[config.mk]
export PLATFORM = sky130hd
export DESIGN_NAME = beat_tone_player_flat
export DESIGN_NICKNAME = d
export VERILOG_FILES = /design/src/rtl/beat_tone_player_if.sv /design/src/rtl/beat_tone_player.sv /design/src/flat_wrapper.sv
export SDC_FILE = /design/constraint.sdc
export NUM_CORES = 1
export LEC_CHECK = 0
export ABC_AREA = 1
export CAP_MARGIN = 5
export CELL_PAD_IN_SITES_DETAIL_PLACEMENT = 0
export CELL_PAD_IN_SITES_GLOBAL_PLACEMENT = 1
export CORE_MARGIN = 3
export CORE_UTILIZATION = 27
export DETAILED_ROUTE_END_ITERATION = 8
export PLACE_DENSITY_LB_ADDON = 0.1
export SYNTH_ARGS = -nofsm -noshare
export SYNTH_HDL_FRONTEND = slang
export SYNTH_SLANG_ARGS = --single-unit
[constraint.sdc]
create_clock -name clk -period 2 [get_ports clk]
set_input_delay 0.5 -clock clk [delete_from_list [all_inputs] [get_ports clk]]
set_output_delay 0.5 -clock clk [all_outputs]
set_load 0.01 [all_outputs]
[src/rtl/beat_tone_player_if.sv]
// ----------------------------------------------------------------------------
// beat_tone_player_if
//
// Signal bundle between the beat generator side and the tone player.
//
//   beat      : beat-detected level/pulse, slow (10 ms) domain
//   beat_int  : 2-bit beat intensity, slow domain
//   sample    : 8-bit unsigned audio sample
//   audio_pwm : 1-bit PWM encoding of sample for a speaker/RC filter
//   playing   : high while a tone envelope is active
//
// master : the side that drives beat/beat_int (beat generator, testbench)
// slave  : the tone player itself
// ----------------------------------------------------------------------------
interface beat_tone_player_if;
   logic       beat;
   logic [1:0] beat_int;
   logic [7:0] sample;
   logic       audio_pwm;
   logic       playing;

   modport master (
      output beat,
      output beat_int,
      input  sample,
      input  audio_pwm,
      input  playing
   );

   modport slave (
      input  beat,
      input  beat_int,
      output sample,
      output audio_pwm,
      output playing
   );
endinterface

[src/rtl/beat_tone_player.sv]
// ----------------------------------------------------------------------------
// beat_tone_player
//
// Plays a square-wave tone on each detected beat. The tone amplitude comes
// from the beat intensity, is held for a number of envelope ticks and then
// decays linearly to silence. The result is an 8-bit sample plus a PWM
// stream of that sample.
//
// Ports:
//   clk   : 50 MHz system clock
//   rst_n : asynchronous reset, active low
//   bus   : beat_tone_player_if.slave
//           (beat, beat_int in; sample, audio_pwm, playing out)
//
// Parameters:
//   TONE_DIV    : clk cycles per half-period of the tone
//   TICK_CYCLES : clk cycles per envelope tick
//   HOLD_TICKS  : ticks at full amplitude before decay (0 behaves as 1)
//   DECAY_DEC   : amplitude decrement per decay tick
// ----------------------------------------------------------------------------
module beat_tone_player #(
   parameter int TONE_DIV    = 56818,
   parameter int TICK_CYCLES = 500000,
   parameter int HOLD_TICKS  = 5,
   parameter int DECAY_DEC   = 16
) (
   input logic               clk,
   input logic               rst_n,
   beat_tone_player_if.slave bus
);

   localparam int TONE_W   = (TONE_DIV > 1) ? $clog2(TONE_DIV) : 1;
   localparam int TICK_W   = (TICK_CYCLES > 1) ? $clog2(TICK_CYCLES) : 1;
   localparam int HOLD_EFF = (HOLD_TICKS < 1) ? 1 : HOLD_TICKS;
   localparam int HOLD_W   = (HOLD_EFF > 1) ? $clog2(HOLD_EFF) : 1;

   localparam logic [TONE_W-1:0] TONE_LAST = TONE_W'(TONE_DIV - 1);
   localparam logic [TICK_W-1:0] TICK_LAST = TICK_W'(TICK_CYCLES - 1);
   localparam logic [HOLD_W-1:0] HOLD_LAST = HOLD_W'(HOLD_EFF - 1);
   localparam logic [8:0]        DEC9      = 9'(DECAY_DEC);

   typedef enum logic [1:0] {
      IDLE  = 2'd0,
      HOLD  = 2'd1,
      DECAY = 2'd2
   } state_t;

   logic              beat_s1, beat_s2, beat_s3;
   logic [1:0]        int_s1, int_s2;
   logic              trig;

   state_t            state, state_nxt;
   logic [7:0]        amp, amp_nxt;
   logic              phase, phase_nxt;
   logic [TONE_W-1:0] tone_cnt, tone_nxt;
   logic [TICK_W-1:0] tick_cnt, tick_nxt;
   logic [HOLD_W-1:0] hold_cnt, hold_nxt;

   logic              phase_adv;
   logic [TONE_W-1:0] tone_adv;
   logic              tick_wrap;
   logic [TICK_W-1:0] tick_adv;
   logic [8:0]        amp_dec;
   logic [7:0]        amp_load;

   logic [7:0]        sample_q;
   logic [7:0]        pwm_cnt;
   logic              pwm_q;

   // Two-flop synchronisers for the slow-domain inputs; beat_s3 keeps the
   // previous synchronised beat so a rising edge yields a single trigger.
   always_ff @(posedge clk or negedge rst_n) begin
      if (!rst_n) begin
         beat_s1 <= 1'b0;
         beat_s2 <= 1'b0;
         beat_s3 <= 1'b0;
         int_s1  <= 2'd0;
         int_s2  <= 2'd0;
      end else begin
         beat_s1 <= bus.beat;
         beat_s2 <= beat_s1;
         beat_s3 <= beat_s2;
         int_s1  <= bus.beat_int;
         int_s2  <= int_s1;
      end
   end

   assign trig = beat_s2 & ~beat_s3;

   // Intensity to peak amplitude; the top level saturates at 255.
   always_comb begin
      amp_load = 8'd64;
      case (int_s2)
         2'd0:    amp_load = 8'd64;
         2'd1:    amp_load = 8'd128;
         2'd2:    amp_load = 8'd192;
         default: amp_load = 8'd255;
      endcase
   end

   // Free-running helpers: the tone divider/phase and the envelope tick
   // counter as they would advance this cycle, plus the 9-bit decay result
   // whose top bit flags an underflow.
   always_comb begin
      tone_adv  = tone_cnt + TONE_W'(1);
      phase_adv = phase;
      if (tone_cnt == TONE_LAST) begin
         tone_adv  = '0;
         phase_adv = ~phase;
      end
      tick_wrap = (tick_cnt == TICK_LAST);
      tick_adv  = tick_wrap ? '0 : tick_cnt + TICK_W'(1);
      amp_dec   = {1'b0, amp} - DEC9;
   end

   // Envelope FSM next-state logic. A trigger while a tone is playing
   // overrides everything else (including a coinciding tick wrap or the
   // final decay step) and keeps the tone phase running so there is no click.
   always_comb begin
      state_nxt = state;
      amp_nxt   = amp;
      phase_nxt = phase;
      tone_nxt  = tone_cnt;
      tick_nxt  = tick_cnt;
      hold_nxt  = hold_cnt;

      case (state)
         IDLE: begin
            amp_nxt   = 8'd0;
            phase_nxt = 1'b0;
            tone_nxt  = '0;
            tick_nxt  = '0;
            hold_nxt  = '0;
            if (trig) begin
               state_nxt = HOLD;
               amp_nxt   = amp_load;
               phase_nxt = 1'b1;
            end
         end
         HOLD: begin
            phase_nxt = phase_adv;
            tone_nxt  = tone_adv;
            tick_nxt  = tick_adv;
            if (tick_wrap) begin
               if (hold_cnt == HOLD_LAST) begin
                  state_nxt = DECAY;
                  hold_nxt  = '0;
               end else begin
                  hold_nxt = hold_cnt + HOLD_W'(1);
               end
            end
         end
         DECAY: begin
            phase_nxt = phase_adv;
            tone_nxt  = tone_adv;
            tick_nxt  = tick_adv;
            if (tick_wrap) begin
               if (amp_dec[8] || (amp_dec[7:0] == 8'd0)) begin
                  state_nxt = IDLE;
                  amp_nxt   = 8'd0;
                  phase_nxt = 1'b0;
                  tone_nxt  = '0;
                  tick_nxt  = '0;
               end else begin
                  amp_nxt = amp_dec[7:0];
               end
            end
         end
         default: begin
            state_nxt = IDLE;
            amp_nxt   = 8'd0;
            phase_nxt = 1'b0;
            tone_nxt  = '0;
            tick_nxt  = '0;
            hold_nxt  = '0;
         end
      endcase

      if (trig && (state == HOLD || state == DECAY)) begin
         state_nxt = HOLD;
         amp_nxt   = amp_load;
         phase_nxt = phase_adv;
         tone_nxt  = tone_adv;
         tick_nxt  = '0;
         hold_nxt  = '0;
      end
   end

   // Envelope and tone state registers.
   always_ff @(posedge clk or negedge rst_n) begin
      if (!rst_n) begin
         state    <= IDLE;
         amp      <= 8'd0;
         phase    <= 1'b0;
         tone_cnt <= '0;
         tick_cnt <= '0;
         hold_cnt <= '0;
      end else begin
         state    <= state_nxt;
         amp      <= amp_nxt;
         phase    <= phase_nxt;
         tone_cnt <= tone_nxt;
         tick_cnt <= tick_nxt;
         hold_cnt <= hold_nxt;
      end
   end

   // Registered sample and PWM: the sample lags amp/phase by one cycle and
   // the PWM compares a free-running 8-bit ramp against that sample.
   always_ff @(posedge clk or negedge rst_n) begin
      if (!rst_n) begin
         sample_q <= 8'd0;
         pwm_cnt  <= 8'd0;
         pwm_q    <= 1'b0;
      end else begin
         sample_q <= phase ? amp : 8'd0;
         pwm_cnt  <= pwm_cnt + 8'd1;
         pwm_q    <= (pwm_cnt < sample_q);
      end
   end

   assign bus.sample    = sample_q;
   assign bus.audio_pwm = pwm_q;
   assign bus.playing   = (state == HOLD) || (state == DECAY);

endmodule
[src/flat_wrapper.sv]
// flat-port wrapper written by rule: the top's interface ports become plain ports
module beat_tone_player_flat 
#(
   parameter int TONE_DIV    = 56818,
   parameter int TICK_CYCLES = 500000,
   parameter int HOLD_TICKS  = 5,
   parameter int DECAY_DEC   = 16
)
  (clk, rst_n, bus_beat, bus_beat_int, bus_sample, bus_audio_pwm, bus_playing);
  beat_tone_player_if bus_i ();
  input logic clk;
  input logic rst_n;
  input wire logic [$bits(bus_i.beat)-1:0] bus_beat;
  input wire logic [$bits(bus_i.beat_int)-1:0] bus_beat_int;
  output wire logic [$bits(bus_i.sample)-1:0] bus_sample;
  output wire logic [$bits(bus_i.audio_pwm)-1:0] bus_audio_pwm;
  output wire logic [$bits(bus_i.playing)-1:0] bus_playing;
  assign bus_i.beat = bus_beat;
  assign bus_i.beat_int = bus_beat_int;
  assign bus_sample = bus_i.sample;
  assign bus_audio_pwm = bus_i.audio_pwm;
  assign bus_playing = bus_i.playing;
  beat_tone_player #(.TONE_DIV(TONE_DIV), .TICK_CYCLES(TICK_CYCLES), .HOLD_TICKS(HOLD_TICKS), .DECAY_DEC(DECAY_DEC)) u_core (.clk(clk), .rst_n(rst_n), .bus(bus_i));
endmodule
-- Word-level counts from Yosys, hierarchy flattened
Cells that the tools add are included.
- $add $sub $neg: 5
- magnitude comparators: 1
- equality and inequality tests: 14
- multiplexer cells: 34
- bitwise gates (word level): 3
- reductions and logical operators: 9
- operator list (kind ; count):
    2-to-1 mux 19 bit ; 4
    2-to-1 mux 16 bit ; 4
    one-hot mux 8 bit (3 select lines) ; 2
    2-to-1 mux 8 bit ; 5
    one-hot mux 19 bit (2 select lines) ; 1
    one-hot mux 16 bit (2 select lines) ; 1
    adder 19 x 1 -> 19 bit (second input constant) ; 1
    equality test 19 bit (second input constant) ; 1
    adder 16 x 1 -> 16 bit (second input constant) ; 1
    equality test 16 bit (second input constant) ; 1
    2-to-1 mux 2 bit ; 6
    != test 3 x 2 -> 1 bit (second input constant) ; 4
    2-to-1 mux 3 bit ; 3
    subtractor 8 x 5 -> 9 bit (second input constant) ; 1
    adder 8 x 1 -> 8 bit (second input constant) ; 1
    zero test 8 bit ; 1
    less-than comparator 8 bit ; 1
    one-hot mux 2 bit (3 select lines) ; 1
    one-hot mux 3 bit (2 select lines) ; 1
    2-to-1 mux 1 bit ; 5
    AND reduction 5 bit ; 1
    equality test 2 x 1 -> 1 bit (second input constant) ; 2
    equality test 2 bit (second input constant) ; 2
    zero test 2 bit ; 2
    other kinds (10) ; 14
- flip-flop bits (word level): 73
- input port bits: 5
- output and inout bits: 10

-- Longest topological paths before layout
- depth after elaboration: 7
- gate-level depth with buffers: 14
- mapped depth without buffers: 13

-- Least setup slack after synthesis
No wires, ideal clock.
- path type: reg-to-reg
- start: register u_core.state[0]
- end: register u_core.state[0]
- data arrival time: 1.578 ns
- setup slack: 0.305 ns
- stages on the path, launching flop included: 12
- cell sequence: dfrtp_1 inv_1 ha_1 nand2_1 nand2_2 inv_1 nand2_1 nand2_1 a21oi_1 nand3_1 nand2_1 nand2_1
- word-level cells in the longest chain between the ends: 5
- ends and longest elaborated chain (item ; RTL line ; source):
    from (decl) ; beat_tone_player.sv:52 ; state_t state, state_nxt;
    from (signal assigned) ; beat_tone_player.sv:199 ; state <= state_nxt;
    equality test 2 x 1 -> 1 bit / equality test 2 bit (equally long branches) ; - ;
    logical OR 1 bit (*) ; - ;
    named net bus_playing ; flat_wrapper.sv:17 ; output wire logic [$bits(bus_i.playing)-1:0] bus_playing;
    logical AND 1 bit (*) ; beat_tone_player.sv:179 ; if (trig && (state == HOLD || state == DECAY)) begin
    != test 3 x 2 -> 1 bit (no source line) / != test 3 x 1 -> 1 bit (equally long branches) ; - ;
    AND reduction 5 bit (no source line) ; - ;
The timed path passes the listed nets; every way through them passes the cells marked *.
A chain may end at the register's enable or synchronous reset.

-- Worst setup path in the final report
- start: register u_core.state[1]
- end: output port bus_playing
- word-level cells in the longest chain between the ends: 2
- ends and longest elaborated chain (item ; RTL line ; source):
    equality test 2 x 1 -> 1 bit / equality test 2 bit (equally long branches) ; beat_tone_player.sv:224 ; assign bus.playing = (state == HOLD) || (state == DECAY);
    logical OR 1 bit (*) ; beat_tone_player.sv:224 ;
    to (decl) ; flat_wrapper.sv:17 ;
Every way passes the cells marked *; elsewhere a longest branch is shown, timed or not.

==> metrics.txt <==
Max IR drop VDD=433 uV; CTS tree=done; hold slack final=0.183 ns; max-slew violations=0; Cells after Synth=441; Avg Inst Size Synth=8.40 um2; Yosys Warn Count=0; antenna cells=0; Antenna Nets Post-Route=0; grt ovf=0; post-layout util=32.8%; Tcrit/Tclk final=94.3%; Worst EP arrival=1.39 ns; total clock sinks=67; vias in the first global route=2,849; gpl congestion=0.753; latest clock arrival within the worst-skew pair=0.34 ns; Inserted Clock Buffers=9; H-Tree Depth=3; fmax=530 MHz; Distinct cells, synth=37; Setup Skew=0.00581 ns; Compound-Gate Fraction of Synth Area=6.59%; first-pass GRT wire length=13.7 mm; share of layout cells above drive strength 1=14.4%; clock slew at reported path FFs=0.05 ns; DP Area=0.00409 mm2; simple-gate portion of the synthesized area=28.5%; Hold Crit Class=in -> async; initial DRC count=132; Final setup viols=0; antenna violations before repair=0; post-synth top area share=45.3%; most used standard cell by instance count after synthesis=nand2_1; final hold viol count=0; IO buf count=14; top post-synthesis cells by count=nand2_1, dfrtp_1, inv_1; CP max FO=4; Die X=123 um; synth top area cells=dfrtp_1, nand2_1, ha_1, inv_1, nor2_1; startpoint types=flip-flop; status=finished, final reports clean; Remaining DRCs=0; Clk Tree Root Cell=clkbuf_16; Worst-Margin Slew=0.397 ns; vias=2,780; largest net degree at the start of global routing=68; fin nets=494; critical path type=reg -> out; Syn Std Cell Area=0.00370 mm2; wire length after detailed routing=7.94 mm; largest family of logic cells by synthesized area=simple AND/OR/NAND/NOR gates; CTS hold repair buffers=0; crit-path max cell delay=0.39 ns; Clock Tree Buf Depth=2; CP required=1.50 ns; post-synthesis mux area share=0%; slowest cell on the critical path=dfrtp_1; Synth Area in Adders=6.42%; normalized max-slew margin=73.3%; async set or reset register ratio after synthesis=100%; die area=0.0152 mm2; area leader, netlist=dfrtp_1; Global Route Usage Sum=11.7%; register area share after synthesis=45.3%; kind of end point of the critical path=primary output; Routed WL per cell=12.2 um; Final HPWL DP=5.80 mm; Final TNS setup=0 ns; Area Growth Syn to Fin=18.2%; #FFs+latches synth=67; IO Count=15; crit-path cells=inv_1, ha_4, dlygate4sd2_1; predominant post-synthesis flop cell=dfrtp_1; height of the die=123 um; number of flops mapped to enable cells by yosys=0; floorplan core area=0.0133 mm2; Synthesized Nets=465; Synth Area in XOR/XNOR=5.44%; Rows=42; Starting Density=27.8%; Final min period=1.89 ns; 1st-pass router iterations=4; Via density=4.28; Power Density=1050 mW/mm2; Final Cell Area=0.00438 mm2; Max-Cap Viols=0; Lkg Pwr=0.00200 uW
-- placed cells by master, fill, tap and decap left out, types with 11 or more instances in the layout --
cell             instances
o21ai_0                 15
nor2_1                  55
nand2_2                 11
nand4_1                 15
xor2_1                  17
nand2_1                 76
clkdlybuf4s50_1         12
ha_1                    18
nor2_2                  17
a21oi_1                 19
dfrtp_1                 67
nand3_1                 22
inv_1                   61
-- layer usage --
layer  GRT usage [%]  wire length [um]  up-vias
met1            15.1              3950     1287
li1                -                 -     1457
met5               0                 0        -
met4            4.98               152        0
met2            18.2              3590       24
met3            3.48               238       12
-- area by class of cell --
class                      instances  area [um2]
clock buffer                      11         253
clock inverter                     3        15.0
fill                            1480        8970
inverter                          63         236
multi-input combinational        305        1760
sequential                        67        1680
tap                              176         220
timing repair buffer              24         221
-- sequential cells by signal (all words and copies together) (netlist names) --
name / cells
u_core.bus.sample: 5
u_core.hold_cnt: 3
u_core.tone_cnt: 16
u_core.amp: 5
u_core.beat_s3: 1
u_core.pwm_cnt: 8
u_core.beat_s2: 1
u_core.int_s2: 2
u_core.phase: 1
u_core.beat_s1: 1
u_core.tick_cnt: 19
u_core.int_s1: 2
u_core.bus.audio_pwm: 1
u_core.state: 2
-- metrics by stage --
step	setup WS (ns)	total power (uW)	cells
3_3_place_gp	0.161	3140	634
3_5_place_dp	0.0715	3140	634
4_1_cts	0.00259	4630	648
5_1_grt	-0.00538	4960	649
6_report	0.114	4580	649
2_1_floorplan	0.305	2680	441
-- worst max-delay path, delay by kind of cell, from the launching register on --
family	cells	cell delay [ns]
DFF	1	0.39
buffers and inverters	2	0.36
adders and majority gates	1	0.30
-- path summary, 6_finish.rpt --
kind                               startpoint              endpoint  slack, ns  cells after the start
max                           u_core.state[1]           bus_playing       0.11                      3
min                                     rst_n  u_core.bus.audio_pwm       0.18                      2
max reg2reg                u_core.tick_cnt[1]   u_core.tone_cnt[13]       0.15                     10
min reg2reg                  u_core.int_s1[0]      u_core.int_s2[0]       0.35                      0
max in group asynchronous               rst_n       u_core.state[1]       1.51                      2
min in group clk             u_core.int_s1[0]      u_core.int_s2[0]       0.35                      0
-- timing repair --
item / CTS / global route
resized for setup: 1 / 3
cloned: 0 / 0
setup buffers: 0 / 1
endpoints found under the setup margin: 1 / 8
-- logic make-up after synthesis --
family,count (synthesis)
xor+xnor,23
compound gates,44
fa+ha+maj,19
buf+inv,69
flops,67
simple gates,219
-- report_power, final --
part	leakage (uW)	switching (uW)	internal, uW
sequential	0.000891	125	1510
combinational	0.000969	930	565
clock	0.000137	569	885
total	0.00200	1620	2960
Note: power is estimated with default switching activity, not from simulation.
